## config.mk

```make
export PLATFORM = sky130hd
export DESIGN_NAME = execute
export DESIGN_NICKNAME = d
export VERILOG_FILES = /design/src/rtl/execute.sv
export SDC_FILE = /design/constraint.sdc
export NUM_CORES = 1
export LEC_CHECK = 0
export ABC_CLOCK_PERIOD_IN_PS = 2400
export CAP_MARGIN = 20
export CORE_ASPECT_RATIO = 0.6
export CORE_MARGIN = 4
export CORE_UTILIZATION = 40
export DETAILED_ROUTE_END_ITERATION = 16
export HOLD_SLACK_MARGIN = 0.02
export REMOVE_ABC_BUFFERS = 1
export SLEW_MARGIN = 30
export SYNTH_ARGS = -nofsm -noshare
export SYNTH_HDL_FRONTEND = slang
export SYNTH_SLANG_ARGS = --single-unit
```

## constraint.sdc

```tcl
create_clock -name clk_i -period 2.4 [get_ports clk_i]
set_clock_uncertainty 0.05 [all_clocks]
set_input_delay 0.24 -clock clk_i [delete_from_list [all_inputs] [get_ports clk_i]]
set_output_delay 0.24 -clock clk_i [all_outputs]
set_load 0.1 [all_outputs]
```

## src/rtl/execute.sv

```systemverilog
// -----------------------------------------------------------------------------
// execute
//   Pipeline stage between decode and loadstore. Evaluates the integer ALU
//   operation, resolves branches/jumps and registers one result per accepted
//   instruction. Taken branches produce a one-cycle redirect pulse.
//
// Ports
//   clk_i, rst_ni                 clock / asynchronous active-low reset
//   input_valid_i, input_ready_o  handshake from decode
//   pc_i, alu_*_i                 instruction address, operands, ALU controls
//   branch_cond_i, branch_offset_i  branch condition and signed byte offset
//   ls_*_i                        load/store attributes, passed through
//   reg_write_i, reg_addr_i       destination register, passed through
//   output_ready_i, output_valid_o  handshake towards loadstore
//   alu_result_o                  ALU result / address / link value
//   enable_o .. unsigned_load_o   registered ls_* copies
//   reg_write_o, reg_addr_o       registered destination register
//   branch_o, branch_target_o     redirect pulse and target
// -----------------------------------------------------------------------------
module execute (
   input  logic        clk_i,
   input  logic        rst_ni,
   output logic        input_ready_o,
   input  logic        input_valid_i,
   input  logic [31:0] pc_i,
   input  logic [31:0] alu_operand1_i,
   input  logic [31:0] alu_operand2_i,
   input  logic [2:0]  alu_op_i,
   input  logic        alu_sub_i,
   input  logic        alu_shift_left_i,
   input  logic        alu_signed_shift_i,
   input  logic [2:0]  branch_cond_i,
   input  logic [19:0] branch_offset_i,
   input  logic        ls_enable_i,
   input  logic        ls_write_i,
   input  logic [31:0] ls_write_data_i,
   input  logic [3:0]  ls_sel_i,
   input  logic        ls_unsigned_load_i,
   input  logic        reg_write_i,
   input  logic [4:0]  reg_addr_i,
   input  logic        output_ready_i,
   output logic        output_valid_o,
   output logic [31:0] alu_result_o,
   output logic        enable_o,
   output logic        write_o,
   output logic [31:0] write_data_o,
   output logic [3:0]  sel_o,
   output logic        unsigned_load_o,
   output logic        reg_write_o,
   output logic [4:0]  reg_addr_o,
   output logic        branch_o,
   output logic [31:0] branch_target_o
);

   logic        ready_en_q;   // low in reset and the first cycle after release
   logic        flush_q;      // cycle following a redirect: wrong-path slot
   logic        accept;
   logic [31:0] alu_val;
   logic [31:0] add_sum;
   logic [4:0]  shamt;
   logic        eq, lt, ltu;
   logic        taken;
   logic [31:0] target;
   logic [31:0] result;

   assign input_ready_o = ready_en_q && !flush_q && (!output_valid_o || output_ready_i);
   assign accept        = input_valid_i && input_ready_o;

   assign add_sum = alu_operand1_i + alu_operand2_i;
   assign shamt   = alu_operand2_i[4:0];
   assign eq      = (alu_operand1_i == alu_operand2_i);
   assign lt      = ($signed(alu_operand1_i) < $signed(alu_operand2_i));
   assign ltu     = (alu_operand1_i < alu_operand2_i);

   always_comb begin
      alu_val = '0;
      case (alu_op_i)
         3'd0: alu_val = alu_sub_i ? (alu_operand1_i - alu_operand2_i) : add_sum;
         3'd1: alu_val = alu_operand1_i ^ alu_operand2_i;
         3'd2: alu_val = alu_operand1_i | alu_operand2_i;
         3'd3: alu_val = alu_operand1_i & alu_operand2_i;
         3'd4: alu_val = {31'b0, lt};
         3'd5: alu_val = {31'b0, ltu};
         3'd6: begin
            if (alu_shift_left_i)
               alu_val = alu_operand1_i << shamt;
            else if (alu_signed_shift_i)
               alu_val = $signed(alu_operand1_i) >>> shamt;
            else
               alu_val = alu_operand1_i >> shamt;
         end
         default: alu_val = '0;
      endcase
   end

   always_comb begin
      taken = 1'b0;
      case (branch_cond_i)
         3'd1: taken = eq;
         3'd2: taken = !eq;
         3'd3: taken = lt;
         3'd4: taken = !lt;
         3'd5: taken = ltu;
         3'd6: taken = !ltu;
         3'd7: taken = 1'b1;
         default: taken = 1'b0;
      endcase
   end

   // Jumps use the ALU sum as target and return the link address as result.
   always_comb begin
      if (branch_cond_i == 3'd7) begin
         target = add_sum & ~32'd1;
         result = pc_i + 32'd4;
      end else begin
         target = pc_i + {{12{branch_offset_i[19]}}, branch_offset_i};
         result = alu_val;
      end
   end

   always_ff @(posedge clk_i or negedge rst_ni) begin
      if (!rst_ni) begin
         ready_en_q      <= 1'b0;
         flush_q         <= 1'b0;
         output_valid_o  <= 1'b0;
         alu_result_o    <= '0;
         enable_o        <= 1'b0;
         write_o         <= 1'b0;
         write_data_o    <= '0;
         sel_o           <= '0;
         unsigned_load_o <= 1'b0;
         reg_write_o     <= 1'b0;
         reg_addr_o      <= '0;
         branch_o        <= 1'b0;
         branch_target_o <= '0;
      end else begin
         ready_en_q <= 1'b1;
         flush_q    <= branch_o;
         // Pulse only on the accepting edge, so a stalled output never repeats it.
         branch_o   <= accept && taken;
         if (accept) begin
            output_valid_o  <= 1'b1;
            alu_result_o    <= result;
            enable_o        <= ls_enable_i;
            write_o         <= ls_write_i;
            write_data_o    <= ls_write_data_i;
            sel_o           <= ls_sel_i;
            unsigned_load_o <= ls_unsigned_load_i;
            reg_write_o     <= reg_write_i;
            reg_addr_o      <= reg_addr_i;
            if (taken)
               branch_target_o <= target;
         end else if (output_ready_i) begin
            output_valid_o <= 1'b0;
         end
      end
   end

endmodule

```

Word-level counts from Yosys, hierarchy flattened
Cells that the tools add are included.
{"block": "classes", "addsub": 4, "n_lt_le_gt_ge": 2, "n_eq_ne": 14, "shift": 3, "muxes": 9, "bitwise_logic": 3, "reduce_logical": 13}
{"op": "$pmux W32 S7", "n": 1}
{"op": "$mux W32", "n": 5}
{"op": "$add A32 B32 Y32", "n": 2}
{"op": "$lt A32 B32 Y1", "n": 2}
{"op": "$add A32 B3 Y32 const B", "n": 1}
{"op": "$and A32 B32 Y32", "n": 1}
{"op": "$eq A32 B32 Y1", "n": 1}
{"op": "$or A32 B32 Y32", "n": 1}
{"op": "$shl A32 B5 Y32", "n": 1}
{"op": "$shr A32 B5 Y32", "n": 1}
{"op": "$sshr A32 B5 Y32", "n": 1}
{"op": "$sub A32 B32 Y32", "n": 1}
{"op": "$xor A32 B32 Y32", "n": 1}
{"op": "$eq A3 B3 Y1 const B", "n": 7}
{"op": "$eq A3 B2 Y1 const B", "n": 4}
{"op": "$pmux W1 S7", "n": 1}
{"op": "$eq A3 B1 Y1 const B", "n": 2}
{"op": "$logic_not A1 Y1", "n": 5}
{"op": "$logic_and A1 B1 Y1", "n": 4}
{"op": "$logic_not A3 Y1", "n": 1}
{"op": "$mux W1", "n": 2}
{"op": "$reduce_and A2 Y1", "n": 1}
{"op": "$reduce_bool A2 Y1", "n": 1}
{"op": "$logic_or A1 B1 Y1", "n": 1}
{"block": "totals", "regBits": 113, "input_bits": 174, "output_inout_bits": 112, "wordCells": 61}

Logic depth before layout (Yosys ltp)
{"block": "depth", "word_depth": 5, "mapped_depth": 17, "ltp_nobuf": 13}

Worst setup path after synthesis
No wires, ideal clock.
{"block": "synth_path", "kind": "flip-flop to flip-flop", "from": "register output_valid_o", "to": "register alu_result_o[25]", "setup_time_ns": 0.087, "arrival_ns": 4.912, "slack_ns": -2.648, "path_stages_with_launch": 8, "path_buffers": 0, "cell_sequence": "dfrtp_1 nor2b_1 nor3b_1 nand2_1 nor2_1 nand2_1 a211o_1 o211ai_1"}
{"block": "synth_between", "elab_chain_len": 4}
{"item": "start, declared", "line": "42", "source": "output logic output_valid_o,"}
{"item": "start signal, assigned", "line": "125", "source": "output_valid_o <= 1'b0;"}
{"item": "start signal, assigned", "line": "142", "source": "output_valid_o <= 1'b1;"}
{"item": "start signal, assigned", "line": "154", "source": "output_valid_o <= 1'b0;"}
{"item": "$logic_not A1 Y1", "line": "66", "source": "assign input_ready_o = ready_en_q && !flush_q && (!output_valid_o || output_ready_i);"}
{"item": "$logic_or A1 B1 Y1", "line": "66"}
{"item": "$logic_and A1 B1 Y1", "line": "66"}
{"item": "via input_ready_o", "line": "23", "source": "output logic input_ready_o,"}
{"item": "$logic_and A1 B1 Y1", "line": "67", "source": "assign accept = input_valid_i && input_ready_o;"}
{"item": "end signal, assigned", "line": "143", "source": "alu_result_o <= result;"}
{"item": "end, declared", "line": "43", "source": "output logic [31:0] alu_result_o,"}
The timed path passes the listed nets, and every way through them passes these cells.
A chain may end at the register's enable or synchronous reset.

Worst setup path in the final report
{"block": "layout_path", "from": "input port alu_operand1_i[25]", "to": "register branch_target_o[13]"}
{"block": "layout_between", "elab_chain_len": 4}
{"item": "start, declared", "line": "26", "source": "input logic [31:0] alu_operand1_i,"}
{"item": "$lt A32 B32 Y1, or another cell as far along", "line": "73", "source": "assign ltu = (alu_operand1_i < alu_operand2_i);"}
{"item": "$logic_not A1 Y1 (on tied branches)", "line": "104, 100, 102"}
{"item": "$pmux W1 S7 *", "line": "98", "source": "case (branch_cond_i)"}
{"item": "$reduce_and A2 Y1 (no line) *"}
{"item": "end signal, assigned", "line": "152", "source": "branch_target_o <= target;"}
{"item": "end, declared", "line": "52", "source": "output logic [31:0] branch_target_o"}
Mark *: on every way between the ends. The rest lies on a longest branch, timed or not.

==> impl_metrics.ini <==
[setup_path]
critPathRequiredTime_ns = 2.67
crit_path_end_kind = flop
critPathKind = input pin to flop
cp.arrival_ns = 3.33
worstPathMaxFanout = 8
setup.worst_path.start_class = input pin

[grt]
grt-ovfl-total = 0
grt_pass1_wl_mm = 129
track_usage = 0.391
grt_pass1_vias = 20647
antenna_found_initial = 0
grt_max_degree = 63

[timing]
setup_viol = 62
worst_slew_pin_slew_ns = 0.789
final_hold_viol_count = 0
finalCritPeriodShare = 1.27
grt_setup_unrepaired = true
drv_slew = 0
fin_ws_ns = -0.657
slew_headroom = 0.474
setup_tns_ns = -23.50
fmax_mhz = 327
finalCriticalPeriod_ns = 3.06

[die]
rows = 55
placeableCoreArea_um2 = 38300
die_w_um = 264
die_y_um = 162
die_area_um2 = 42700
ioPinCount = 286
initial_utilization = 0.412

[clock_network]
clkLatencyLatePin_ns = 0.44
cts_tree = yes
clock_path_buffers = 2
cts_inserted_buffers = 17
root_buffer = clkbuf_16
h-tree-depth = 4
clk_pin_slew_ns = 0.06
cts.sinks = 113

[route]
drtAntennaViolNets = 0
drt_iter0_markers = 3014
avgRoutedWirePerCell_um = 25.6
route.vias.total = 21598
viasPerCell = 6.14
wl_met2_mm = 37.4
wl_met3_mm = 11.3
dr.pass1.iters = 7
dr.max_layer_used = met4
drc_errors = 0
totalWireLength_mm = 90.0
wl_met1_mm = 38.1

[synthesis]
yosys-top-cells-count = nand2_1 (273), nor2_1 (253), a21oi_1 (183), ha_1 (129), o21ai_0 (125)
synth_edf_count = 0
syn_inst = 2089
syn_area_um2 = 15800
ys.flop_type = dfrtp_1
synth_top_area_share = 0.180
ys_seq_area_frac = 0.180
ys_seq_elements = 113
synth_top_cell_by_area = dfrtp_1
ys_types = 80
yosysWarnings = 0
ys_async_sr_fraction = 1.00
avgSynthCellArea_um2 = 7.54
synthTopCellsByArea = dfrtp_1 (18%), ha_1 (10%), mux4_2 (9.2%)
synth.most_common_cell = nand2_1

[finish]
areaGrowthSynthToFinish_pct = 77.4
diodes = 0
nets = 3297
stdcell_count = 3517
n_fill_cell = 2833
drive_above_1_share = 0.477

[pwr]
p_leak_nw = 12.6
vdd_ir_drop_max_v = 0.000895
p_per_area_nw_per_um2 = 612
power_mw = 17.1

[flow_run]
drv_cap = 0

[run_status]
status = complete, but fails checks
violations = setup timing

[place]
place.gp.congestion = 1.03
post-dp-hpwl_mm = 66.1
dp.cells = 3358
dp_slack_ns = -1.72
portBuffers = 285

[worst_hold_path]
hp-class = input pin to flop
flip-flops by register name, indices dropped and copies added, names as in the netlist:
signal / cells
flush_q: 1
ready_en_q: 1
enable_o: 1
unsigned_load_o: 1
sel_o: 4
branch_o: 1
write_o: 1
write_data_o: 32
reg_write_o: 1
output_valid_o: 1
alu_result_o: 32
branch_target_o: 32
reg_addr_o: 5
cell type report:
type,count,area [um2],area share
Multi-Input combinational cell,1716,14400,0.516
Clock buffer,17,425,0.0152
Inverter,116,497,0.0178
Tap cell,513,642,0.0230
Sequential cell,113,2830,0.101
Timing Repair Buffer,1027,8970,0.321
Clock inverter,15,173,0.00618
logic make-up (layout without fill, tap and decap cells):
group | after synthesis | after routing | synth area share
AOI/OAI and AO/OA | 599 | 599 | 0.244
xor gates and xnor gates | 103 | 103 | 0.0573
adders and majority gates | 132 | 132 | 0.106
buffers and inverters | 260 | 1175 | 0.0655
DFF | 113 | 113 | 0.180
muxes | 139 | 139 | 0.139
other | 1 | 1 | 0.000238
and+or+nand+nor | 742 | 742 | 0.208
path summary, 6_finish.rpt:
check	start	to	slack (ns)	depth (start not counted)
max in group asynchronous	rst_ni	write_data_o[25]	1.31	3
min in group asynchronous	rst_ni	branch_target_o[5]	0.28	2
worst max register to register	output_valid_o	alu_result_o[25]	-0.03	8
worst min-delay path	pc_i[0]	branch_target_o[0]	0.19	4
worst min register to register	branch_o	flush_q	0.33	0
worst max-delay path	alu_operand1_i[25]	branch_target_o[13]	-0.66	15
cell usage in the layout (no fill, tap or decap), types with 32 or more instances in the layout:
master,count
buf_4,743
nand2_1,265
nor2_1,219
a21oi_1,120
dfrtp_1,113
clkdlybuf4s50_1,100
buf_6,81
ha_1,73
xnor2_1,68
mux4_2,64
o21ai_0,60
mux2i_1,57
inv_1,53
a21oi_2,51
ha_4,48
inv_2,44
o21ai_1,44
nand3_1,41
xor2_1,34
nor3_1,32
critical path, cell delays in order:
cell	delay, ns
buf_2	0.13
inv_2	0.05
ha_4	0.26
nor4_4	0.32
nand2_4	0.10
or4_4	0.52
nand3b_1	0.33
buf_4	0.23
a31oi_4	0.13
o311a_4	0.22
a31oi_4	0.11
buf_12	0.18
buf_12	0.14
buf_16	0.15
o22a_1	0.20
stage by stage:
stage          instance area, um2  hold slack [ns]  utilization
2_1_floorplan               15200           -0.106            -
3_3_place_gp                23200            0.210        0.606
3_5_place_dp                23200            0.212        0.606
4_1_cts                     26600            0.269        0.696
5_1_grt                     27900            0.219        0.730
6_report                    27900            0.189        0.730
metal layers:
layer / up-vias / GRT usage
met3: 245 / 0.120
met4: 0 / 0.110
met1: 10558 / 0.563
met5: - / 0
met2: 1439 / 0.567
li1: 9356 / -
report_power, final:
group          leakage [nW]  switching (mW)  internal (mW)
registers              1.36           0.423           2.42
clock network         0.289            1.12           1.56
logic                  10.9            7.66           3.94
total                  12.6            9.20           7.92
timing repair:
item | 4_1_cts | 5_1_grt
hold buffers | 1 | 0
resized for setup | 742 | 253
setup buffers | 89 | 49
pin swaps | 172 | 147
gates cloned | 9 | 2
hold endpoints to repair | 38 | 0
setup endpoints to repair | 65 | 65
(Power assumes the default switching activity.)
